`src/rtl/pc_sequencer.sv`:
```
// pc_sequencer: fetch-stage next-PC selection, memory handshake and redirect buffering.
// Define PC_SEQUENCER_TRAP_EN to honour trap_in and turn misaligned branches into traps.
module pc_sequencer #(
  parameter int WIDTH = 32,
  parameter logic [WIDTH-1:0] RESET_VECTOR = '0,
  parameter logic [WIDTH-1:0] TRAP_VECTOR = 'h100
) (
  input  logic             clk_in,
  input  logic             rst_in,
  input  logic [WIDTH-1:0] pc_cur_in,
  output logic             imem_req_out,
  input  logic             imem_ack_in,
  input  logic             hazard_stall_in,
  input  logic             branch_taken_in,
  input  logic [WIDTH-1:0] branch_target_in,
  input  logic             trap_in,
  output logic [WIDTH-1:0] pc_next_out,
  output logic             pc_stall_out,
  output logic             fetch_valid_out,
  output logic             flush_out,
  output logic             misaligned_out
);
  typedef enum logic [1:0] {BOOT, FETCH, HOLD} state_t;
  state_t state, state_nxt;
  logic pend_v;
  logic [WIDTH-1:0] pend_pc;
  logic mis, trap_v, br_mis, redir, take;
  logic [WIDTH-1:0] tgt, seq;
  assign seq = pc_cur_in + WIDTH'(4);
  assign mis = branch_taken_in && (branch_target_in[1:0] != 2'b00);
`ifdef PC_SEQUENCER_TRAP_EN
  assign trap_v = trap_in || mis;
  assign br_mis = mis && !trap_in;
  assign tgt    = trap_v ? TRAP_VECTOR : branch_target_in;
`else
  logic unused_trap;
  assign unused_trap = ^{trap_in, TRAP_VECTOR};
  assign trap_v = 1'b0;
  assign br_mis = mis;
  assign tgt    = {branch_target_in[WIDTH-1:2], 2'b00};
`endif
  assign redir = trap_v || branch_taken_in;
  // a branch may not displace an already buffered redirect; a trap always may
  assign take = imem_ack_in || trap_v || !pend_v;
  always_ff @(posedge clk_in or negedge rst_in)
    if (!rst_in) state <= BOOT;
    else state <= state_nxt;
  always_ff @(posedge clk_in or negedge rst_in)
    if (!rst_in) begin
      pend_v  <= 1'b0;
      pend_pc <= '0;
    end else if (state == FETCH) begin
      if (imem_ack_in) pend_v <= 1'b0;
      else if (redir && take) begin
        pend_v  <= 1'b1;
        pend_pc <= tgt;
      end
    end
  always_comb begin
    state_nxt = state;
    if (state == BOOT) state_nxt = FETCH;
    else if (state == FETCH) state_nxt = (imem_ack_in && !redir && !pend_v && hazard_stall_in) ? HOLD : FETCH;
    else state_nxt = (redir || !hazard_stall_in) ? FETCH : HOLD;
  end
  always_comb begin
    imem_req_out    = 1'b0;
    pc_stall_out    = 1'b1;
    pc_next_out     = pc_cur_in;
    fetch_valid_out = 1'b0;
    flush_out       = 1'b0;
    misaligned_out  = 1'b0;
    if (state == BOOT) pc_next_out = RESET_VECTOR;
    else if (state == FETCH) begin
      imem_req_out   = 1'b1;
      misaligned_out = br_mis && take;
      if (!imem_ack_in) flush_out = redir && take;
      else if (redir || pend_v) begin
        pc_stall_out = 1'b0;
        pc_next_out  = redir ? tgt : pend_pc;
        flush_out    = 1'b1;
      end else begin
        fetch_valid_out = 1'b1;
        pc_stall_out    = hazard_stall_in;
        pc_next_out     = hazard_stall_in ? pc_cur_in : seq;
      end
    end else begin
      misaligned_out = br_mis;
      pc_stall_out   = !redir && hazard_stall_in;
      pc_next_out    = redir ? tgt : (hazard_stall_in ? pc_cur_in : seq);
      flush_out      = redir;
    end
  end
endmodule

```
`config.mk`:
```
export PLATFORM = sky130hd
export DESIGN_NAME = pc_sequencer
export DESIGN_NICKNAME = d
export VERILOG_FILES = /design/src/rtl/pc_sequencer.sv
export SDC_FILE = /design/constraint.sdc
export NUM_CORES = 1
export LEC_CHECK = 0
export CAP_MARGIN = 20
export CORE_ASPECT_RATIO = 0.9
export CORE_MARGIN = 2
export CORE_UTILIZATION = 30
export DETAILED_ROUTE_END_ITERATION = 7
export PLACE_DENSITY = 0.69
export SETUP_SLACK_MARGIN = 0.15
export SKIP_LAST_GASP = 1
export SYNTH_ARGS = -nofsm -noshare
export SYNTH_HDL_FRONTEND = slang
export SYNTH_SLANG_ARGS = --single-unit
export TNS_END_PERCENT = 20
```
`constraint.sdc`:
```
create_clock -name clk_in -period 1.9 [get_ports clk_in]
set_input_delay 0.38 -clock clk_in [delete_from_list [all_inputs] [get_ports clk_in]]
set_output_delay 0.38 -clock clk_in [all_outputs]
set_load 0.05 [all_outputs]
```
Word-level counts from Yosys, hierarchy flattened:

Cells that the tools add are included.
W data, S select, Z words.

* flip-flop bits (word level): 33
* bits in latches: 0
* bits in writable memories: 0
* ROM bits: 0
* input port bits: 70
* output and inout port bits: 37
* logic and storage cells: 53
* memories kept: 0

* $add $sub $neg: 1
* $mul: 0
* div/mod/pow operators: 0
* magnitude comparators: 0
* eq/ne operators: 1
* shifts and indexed selects: 0
* mux-type cells: 29
* bitwise gates (word level): 1
* reduce and logical (&&, ||, !) cells: 18

Operators by type and width (number)
* $mux W32: 7
* $add A32 B3 Y32 const B: 1
* $mux W1: 18
* $mux W2: 4
* $logic_and A1 B1 Y1: 7
* $reduce_bool A2 Y1: 2
* $logic_not A1 Y1: 3
* $logic_or A1 B1 Y1: 3
* $reduce_and A3 Y1: 1
* $eq A2 B1 Y1 const B: 1
* $logic_not A2 Y1: 1
* $reduce_and A2 Y1: 1
* $not A1 Y1: 1

Longest topological paths before layout:

Gate-level depths: netlist of the first run.

* depth in word-level cells: 7
* depth in mapped cells: 8
* gate-level depth less buffers: 6

Worst setup path after synthesis of the first run:

Ideal clock, no wire load.

* path kind: reg-to-output
* start: register state[0]
* end: output port pc_next_out[11]
* arrival: 3301 ps
* data required time: 1520 ps
* setup slack: -1781 ps
* stages on the path, launching flop included: 7
* path buffers: 2
* path through: dfrtp_1 -> buf_2 -> nand2b_1 -> inv_1 -> nand2_1 -> clkbuf_1 -> o311ai_0

* longest elaborated chain between the ends: 3
* elaborated cells on any way between the ends: 4
* classes of those cells: eq/ne (1); mux (2); reduce/logical (1)

Ends and longest elaborated chain
* start, declared: RTL line 24 `state_t state, state_nxt;`
* start signal, assigned: RTL line 47 `else state <= state_nxt;`
* $eq A2 B1 Y1: RTL line 73 `else if (state == FETCH) begin`
* $mux W32: RTL line 73
* $mux W32 *: RTL line 72 `if (state == BOOT) pc_next_out = RESET_VECTOR;`
* end, declared: RTL line 17 `output logic [WIDTH-1:0] pc_next_out,`

Mark *: on every way between the ends. The rest lies on a longest branch, timed or not.

Worst setup path in the final report of the first run:

* start: register state[1]
* end: output port pc_next_out[24]

The elaborated chain is that of the path after synthesis.

==> results of run 1 <==
logic make-up after synthesis:
family	share of synthesized area, %
buf+inv	5.52
mux	10.8
xor+xnor	5.41
simple gates	22.9
flops	24.3
fa+ha+maj	0.368
compound gates	30.7
repair_timing:
action	CTS	global route
pin swaps	35	25
gates cloned	4	0
setup endpoints to repair	67	67
buffers inserted	20	5
resized for setup	130	50
endpoints found under the hold margin	0	0
power by group through the flow:
stage          clock network (uW)  logic (uW)  registers (uW)
3_3_place_gp                    0        2480            1050
5_1_grt                       867        2870            1110
4_1_cts                       832        2640            1070
3_5_place_dp                    0        2520            1070
6_report                      818        2740            1090
2_1_floorplan                   0        1330            1030
flip-flops by register name, summed over array words and instances, names as in the netlist:
signal / cells
pend_pc: 30
pend_v: 1
state: 2
worst max-delay path, stage by stage (launching register included):
cell        delay [ns]
dfrtp_1           0.42
nand2b_4          0.18
clkinvlp_4        0.16
nand2_8           0.15
nor2_4            0.06
buf_12            0.12
a222oi_1          0.37
o21ai_2           0.13
buf_12            0.17
cell type report:
cell class                 instances  area, um^2  share of cell area (%)
multi-input combinational        355        2880                    42.4
timing repair buffer             278        2710                    39.9
sequential                        33         828                    12.2
tap                              152         190                    2.80
clock buffer                       5         125                    1.84
inverter                           9        43.8                   0.644
clock inverter                     3        17.5                   0.258
worst min path at each step:
| stage | to | slack (ns) | cells after the start |
|---|---|---|---|
| 6_report | pend_pc[17] | 0.50 | 1 |
| 5_1_grt | pend_pc[7] | 0.52 | 1 |
| 4_1_cts | pend_pc[17] | 0.50 | 1 |
| 3_5_place_dp | pend_pc[17] | 0.49 | 1 |
| 3_3_place_gp | pend_pc[17] | 0.48 | 1 |
| 2_1_floorplan | pend_pc[10] | 0.08 | 0 |
placed cells by master (no fill, tap or decap), types with 13 or more instances in the layout:
cell type	n
dfrtp_1	31
buf_12	31
clkdlybuf4s50_1	38
mux2_2	28
buf_6	28
o21ai_0	37
nand3_1	14
buf_4	147
o21ai_2	13
buf_2	14
a21oi_1	15
nor2_1	13
nand2_1	25
dlygate4sd2_1	14
xor2_1	13
stage by stage:
| stage | std cells | setup TNS (ns) |
|---|---|---|
| CTS | 830 | -13.60 |
| finish | 835 | -14.38 |
| floorplan | 427 | -13.18 |
| detailed placement | 798 | -42.66 |
| global route | 835 | -17.94 |
| global placement | 798 | -41.73 |
layer usage:
layer  track usage (%)  vias to the layer above
met5                 0                        -
met4              10.2                        0
met3              4.47                       57
li1                  -                     2169
met1              34.2                     2314
met2              42.6                      253
==> impl_metrics.ini, run 1 <==
[logic_synthesis]
yosys.cell_types.count = 60
yosys-top-cells-count = o21ai_0 (61), dfrtp_1 (33), mux2_2 (28), nand2_1 (28), nor2_1 (26)
syn_avg_cell_area_um2 = 7.96
yosysWarnings = 0
synth_area_mm2 = 0.00340
netlist_instances = 427
mappedNetlistNets = 498
ys.flop_type = dfrtp_1
yosysMostFrequentCell = o21ai_0
synthArstFlopShare_pct = 100
seq_area_frac_synth_pct = 24.3
synth_top_area_share_pct = 24.3
synth_largest_area_cell = dfrtp_1
synth-edff-count = 0
ys_ff_latch = 33
yosys-top-cells-area = dfrtp_1 (24%), mux2_2 (9.3%), o21ai_0 (9.0%), xor2_1 (3.4%), nand2_1 (3.1%)

[timing]
rsz0062_at_grt = yes
fmax_mhz = 410
finClkSkew_ns = 0.00260
holdWs_ns = 0.499
max_slew_margin_pct = 67.1
report.final.slew_viol_count = 0
post-route-period-util_pct = 128
setup_slack_ns = -0.539
hold_viol_final = 0
setup_viol = 39
layout_min_cycle_time_ns = 2.44
worst_pin_slew_ns = 0.494

[route]
vias = 4793
wl_met1_mm = 6.61
drcViolationCount = 0
drt-initial-drc-count = 419
wl_per_cell_um = 19.3
routed.top_layer = met4
wirelength_mm = 16.1
first_pass_iters = 8
wl_met3_mm = 1.22
routed_via_density = 5.74
route.met2.wl_mm = 7.65
postRouteAntennaNets = 0

[worst_setup_path]
r2r_end = pend_pc[13]
criticalPathCategory = flop to output port
cp-startpoint = state[1]
critPathMaxFanout = 5
reg2reg_depth = 8
arrival_ns = 2.06
setup.worst_path.end = pc_next_out[24]
cp-end-kind = output port
r2r_start = state[1]
startpoint_type = flop
reg2reg_slack_ns = -0.01
critPathRequiredTime_ns = 1.52

[clocking]
path_clk_slew_ns = 0.06
max-clock-path-buffers = 2
numCtsBuffers = 5
cts_max_level = 2
root_buffer = clkbuf_16
clock_sinks = 33
cts_tree = done
clk_latency_ns = 0.28
postCtsHoldBufs = 0

[power_and_ir_drop]
switchingPower_uw = 1890
internal-power_uw = 2750
power_frac_comb_pct = 58.9
power.total_uw = 4650
seqPwrFrac_pct = 23.4
p_leak_uw = 0.00289
switching_share_pct = 40.7
p_per_area_mw_per_mm2 = 684
power_frac_clock_pct = 17.6
peakVddDrop_mv = 0.406

[flow_run]
drv_cap = 0

[finish]
fillCellCount = 871
area_growth_pct = 100
num_antenna_cells = 0
finish.utilization_pct = 62.1
drive_gt1_share_pct = 49.9
layout.nets = 753
fin_area_mm2 = 0.00680

[outcome]
status = complete, but fails checks
violations = negative setup slack

[worst_hold_path]
hp-start = pend_pc[17]
worstHoldPathType = flop to flop

[floorplan]
start_util_pct = 31.0
dieWidth_um = 116
die-area_mm2 = 0.0122
core_area_mm2 = 0.0109
die-height_um = 105
pin_count = 107
rows = 36

[global_routing]
grt_pass1_wl_mm = 25.1
grt_max_degree = 34
grt_pass1_vias = 4969
grtUsageTotal_pct = 26.1
grt.overflow.total = 0
antenna_found_initial = 0

[place]
dp_worst_setup_slack_ns = -0.916
port_buffers = 105
placed_cell_area_mm2 = 0.00613
gp_congestion = 0.911
dp_hpwl_mm = 11.3
Power figures use the tool's default switching activity.
==> inputs of run 2 (changes only) <==
--- a/config.mk
+++ b/config.mk
@@ -10,7 +10,7 @@
 export CORE_MARGIN = 2
 export CORE_UTILIZATION = 30
 export DETAILED_ROUTE_END_ITERATION = 7
-export PLACE_DENSITY = 0.69
+export PLACE_DENSITY = 0.67
 export SETUP_SLACK_MARGIN = 0.15
 export SKIP_LAST_GASP = 1
 export SYNTH_ARGS = -nofsm -noshare
==> constraint.sdc (replaced) <==
create_clock -name clk_in -period 2.85 [get_ports clk_in]
set_input_delay 0.57 -clock clk_in [delete_from_list [all_inputs] [get_ports clk_in]]
set_output_delay 0.57 -clock clk_in [all_outputs]
set_load 0.05 [all_outputs]
==> impl_metrics.ini, run 2 (same netlist as run 1, synthesis figures left out) <==
[outcome]
status = finished, final reports clean

[finish]
area_growth_pct = 78.8
drive_gt1_share_pct = 41.2
layout.nets = 702
fillCellCount = 980
top_register = pend_pc
num_antenna_cells = 0
final_common_cell = buf_4
finish.utilization_pct = 55.5
largest_reg_flops = 30
reg_top3 = pend_pc (30), state (2), pend_v (1)
mostFrequentLayoutCells = buf_4 (123), o21ai_0 (46), clkdlybuf4s50_1 (39)

[route]
drt-initial-drc-count = 483
vias = 4466
wirelength_mm = 13.9
routed_via_density = 5.70
drcViolationCount = 0
postRouteAntennaNets = 0
wl_per_cell_um = 17.8
first_pass_iters = 5

[worst_setup_path]
r2r_start = state[1]
reg2reg_slack_ns = 0.83
cp-end-kind = output port
arrival_ns = 2.13
startpoint_type = primary input
criticalPathCategory = primary input to output port
critPathMaxFanout = 4
r2r_end = pend_pc[13]
critPathRequiredTime_ns = 2.28
reg2reg_depth = 8

[place]
dp_hpwl_mm = 10.5
port_buffers = 105
gp_congestion = 0.914
dp_worst_setup_slack_ns = -0.374

[global_routing]
grt_max_degree = 34
antenna_found_initial = 0
grt.overflow.total = 0
grt_pass1_wl_mm = 22.3
grtUsageTotal_pct = 22.6
grt_pass1_vias = 4531
grtUsageMet3_pct = 4.18
grt_use_met1_pct = 28.6
top_usage_layer = met2
use_met2_pct = 39.0

[worst_hold_path]
worstHoldPathType = flop to flop
whs_path_depth = 1
hp-start = pend_pc[6]
whs_endpoint = pend_pc[6]

[flow_run]
drv_cap = 0

[clocking]
root_buffer = clkbuf_16
cts_max_level = 2
clk_latency_ns = 0.28
postCtsHoldBufs = 0
max-clock-path-buffers = 2
clock_sinks = 33
cts_tree = done
path_clk_slew_ns = 0.05
numCtsBuffers = 5

[timing]
max_slew_margin_pct = 66.9
layout_min_cycle_time_ns = 2.70
report.final.slew_viol_count = 0
setup_viol = 0
post-route-period-util_pct = 94.9
worst_pin_slew_ns = 0.495
finClkSkew_ns = 0.00657
setup_slack_ns = 0.146
fmax_mhz = 370
rsz0062_at_grt = yes
hold_viol_final = 0

[floorplan]
start_util_pct = 31.0
die-area_mm2 = 0.0122
core_area_mm2 = 0.0109
dieWidth_um = 116
pin_count = 107
rows = 36
die-height_um = 105

[power_and_ir_drop]
peakVddDrop_mv = 0.366
p_leak_uw = 0.00257
p_per_area_mw_per_mm2 = 471
-- run 2: layer usage --
layer  wire (um)  share of wire (%)
met1        5610                 40
met2        6910                 50
met3        1220                8.8
met4         199                1.4
met5           0                  0
-- run 2: final cells by class --
cell class,count,area (um^2),area share (%)
multi-input cells,353,2610,42.9
repair buffers,229,2270,37.4
flip-flops and latches,33,828,13.6
well taps,152,190,3.13
clock buffers,7,143,2.35
inverters,9,37.5,0.618
-- run 2: timing repair --
| action | in CTS | in global routing |
|---|---|---|
| endpoints found under the setup margin | 33 | 30 |
| pin swaps | 23 | 18 |
| resized for setup | 112 | 45 |
| cloned | 0 | 0 |
| buffers inserted | 10 | 5 |
-- run 2: worst max-delay path by stage --
stage                          from              end  slack [ns]  cells after the start
CTS                 branch_taken_in  pc_next_out[25]         0.1                      9
detailed placement     pc_cur_in[5]  pc_next_out[13]       -0.37                      9
global route           pc_cur_in[3]  pc_next_out[11]        0.08                     11
finish                 pc_cur_in[3]  pc_next_out[11]        0.15                     11
global placement       pc_cur_in[5]  pc_next_out[17]       -0.33                      8
floorplan           hazard_stall_in  pc_next_out[17]       -0.11                      6
-- run 2: worst max-delay path, cell delays in order --
cell and delay [ns]:
buf_8 0.10, buf_6 0.11, nand3b_1 0.17, buf_4 0.15
buf_6 0.11, nor3_2 0.04, buf_4 0.14, xnor2_1 0.12
o211ai_1 0.27, o311ai_4 0.17, buf_12 0.18
-- run 2: metrics by stage --
stage               total power [uW]  cells  TNS (ns)  instance area (um^2)  hold slack, ns
finish                          2860    783         0                  6070           0.503
global placement                2220    761     -5.89                  5660           0.485
detailed placement              2260    761     -6.54                  5660           0.492
CTS                             2840    778         0                  5970           0.503
global route                    3000    783         0                  6070           0.515
floorplan                       1510    427    -0.686                  3480           0.274
-- run 2: power by group --
part / internal [uW] / switching (uW)
Sequential: 616 / 102
Clock: 343 / 200
Combinational: 778 / 821
Total: 1740 / 1120
==> RTL edit (flow settings as in run 2) <==
The 3 states of `state_t` get a one-hot encoding in 3 bits.
--- a/src/rtl/pc_sequencer.sv
+++ b/src/rtl/pc_sequencer.sv
@@ -22,3 +22,3 @@
 );
-  typedef enum logic [1:0] {BOOT, FETCH, HOLD} state_t;
+  typedef enum logic [2:0] {BOOT = 3'b001, FETCH = 3'b010, HOLD = 3'b100} state_t;
   state_t state, state_nxt;
Function: no difference found for any inputs over 10 cycles, from zero or initial values and one cycle with rst_in low; not proved beyond that.
==> RTL edit against run 2 <==
  * Die area fell by 15%
  * Wire length down 14%
  * Sequential share of layout area grew 1.5 points
  * Setup slack got worse by 0.099 ns
  * Sequential cell count rose by 1
  * Clock skew grew 0.0053 ns
  * Critical path depth shrank 4
  * Largest power group unchanged
  * Total power shrank 12%
  * Final area is 7.4% lower
  * Area after synthesis is 16% lower
==> RTL edit: results (changes against run 2) <==
* Status: complete, no violations
* Critical Path AT at 2.23 ns (+0.10 ns)
* Worst hold path type: in2async
* Placement-stage worst setup slack at -0.458 ns (-0.0839 ns)
* Depth of the worst register-to-register path at 7 (-1)
* Initial antenna violation count at 0 (unchanged)
* Reg2reg setup slack at 0.80 ns (-0.03 ns)
* CP max FO at 7 (+3)
* Seq pwr at 708 uW (-1%)
* Routed length on met3 at 802 um (-34%)
* Worst hold margin at 0.382 ns (-0.121 ns)
* Fraction of layout cells with a size suffix above 1 at 0.487 (+0.0747)
* WL/cell at 19.5 um (+9.3%)
* Mapped Cells at 313 (-27%)
* Clock transition at path regs at 0.08 ns (+0.03 ns)
* Placed instance count at 591 (-22%)
* Worst path max stage delay at 0.64 ns (+0.37 ns)
* Least-Margin Pin Slew at 0.851 ns (+0.356 ns)
* Slowest cell on the critical path: or4b_4
* Worst ir drop on vdd at 0.209 mV (-43%)
* Pin count of the biggest net entering global routing at 35 (+2.9%)
* Fillers at 721 (-26%)
* Final GP Congestion at 0.872 (-4.5%)
* Synth warnings at 0 (unchanged)
* R2R Path End: pend_pc[28]$_DFFE_PN0P_
* Flop pwr share at 0.280 (+0.029)
* Utilization after layout at 0.611 (+0.0558)
* Non-Filler Instances at 613 (-22%)
* Largest regs: pend_pc: 30 flops, state: 3 flops, pend_v: 1 flops
* Hpwl dp at 8.39 mm (-20%)
* Largest cells by area after synthesis: dfrtp_1 29%, mux2_1 9.4%, o221ai_1 5.5%
* Via count at 3454 (-23%)
* P_leak at 2.35 nW (-8.7%)
* Vias in the first global route at 3566 (-21%)
* P_clk at 439 uW (-19%)
* Global-route usage over all layers at 0.224 (-0.00207)
* Area after DPL at 5080 sq um (-10%)
* First-pass GRT wire length at 18.5 mm (-17%)
* Nets at 561 (-20%)
* GR Util met1 at 0.300 (+0.0137)
* Distinct cells, synth at 56 (-6.7%)
* Worst skew pair latency at 0.30 ns (+0.02 ns)
* Metal-1 WL at 5.02 mm (-10%)
* Met2 wire len at 5.81 mm (-16%)
* Final Skew at 0.0118 ns (+0.00527 ns)
* Clock root cell: clkbuf_8
* Syn_nets at 384 (-23%)
RTL edit: changes by cell type after synthesis, moves of 10 or more:
cell      before  now
o221ai_1       0   18
o21ai_0       61   11
o211ai_1      12    0
mux2_1         2   24
nand2_1       28   13
a22o_1        10    0
mux2_2        28   11
RTL edit: worst max-delay path by stage:
stage | slack, ns | from | to
global route | -0.02 | pend_v$_DFFE_PN0P_ | pc_next_out[20]
floorplan | -0.24 | state[2]$_DFF_PN0_ | pc_next_out[31]
global placement | -0.44 | imem_ack_in | pc_next_out[11]
detailed placement | -0.46 | imem_ack_in | pc_next_out[11]
finish | 0.05 | state[2]$_DFF_PN0_ | pc_next_out[31]
CTS | 0.09 | state[0]$_DFF_PN1_ | pc_next_out[20]
RTL edit: layout make-up:
class	count	share of cell area
Multi-Input combinational cell	249	0.420
Clock buffer	8	0.0196
Sequential cell	34	0.152
Timing Repair Buffer	194	0.377
Inverter	6	0.00400
Tap cell	122	0.0271
RTL edit: worst reg2reg max path: stages, from the launching register on:
cell      delay (ns)
dfrtp_1         0.41
or3b_4          0.44
nor2_4          0.21
buf_4           0.14
buf_4           0.11
nand3b_4        0.10
buf_12          0.18
mux2_1          0.33
RTL edit: cell families (layout without fill, tap and decap cells):
group / count (synthesis) / after routing / share of synthesized area
DFF: 34 / 34 / 0.298
buffers and inverters: 30 / 208 / 0.0529
adders and majority gates: 1 / 1 / 0.00437
other: 1 / 1 / 0.00131
and+or+nand+nor: 101 / 101 / 0.215
AOI/OAI and AO/OA: 87 / 87 / 0.218
muxes: 37 / 37 / 0.145
xor gates and xnor gates: 22 / 22 / 0.0673
RTL edit: what timing repair did:
item,CTS,global route
setup buffers,11,1
gates cloned,1,1
endpoints found under the hold margin,0,0
pin swaps,33,19
setup endpoints to repair,34,33
gates resized for setup,92,50
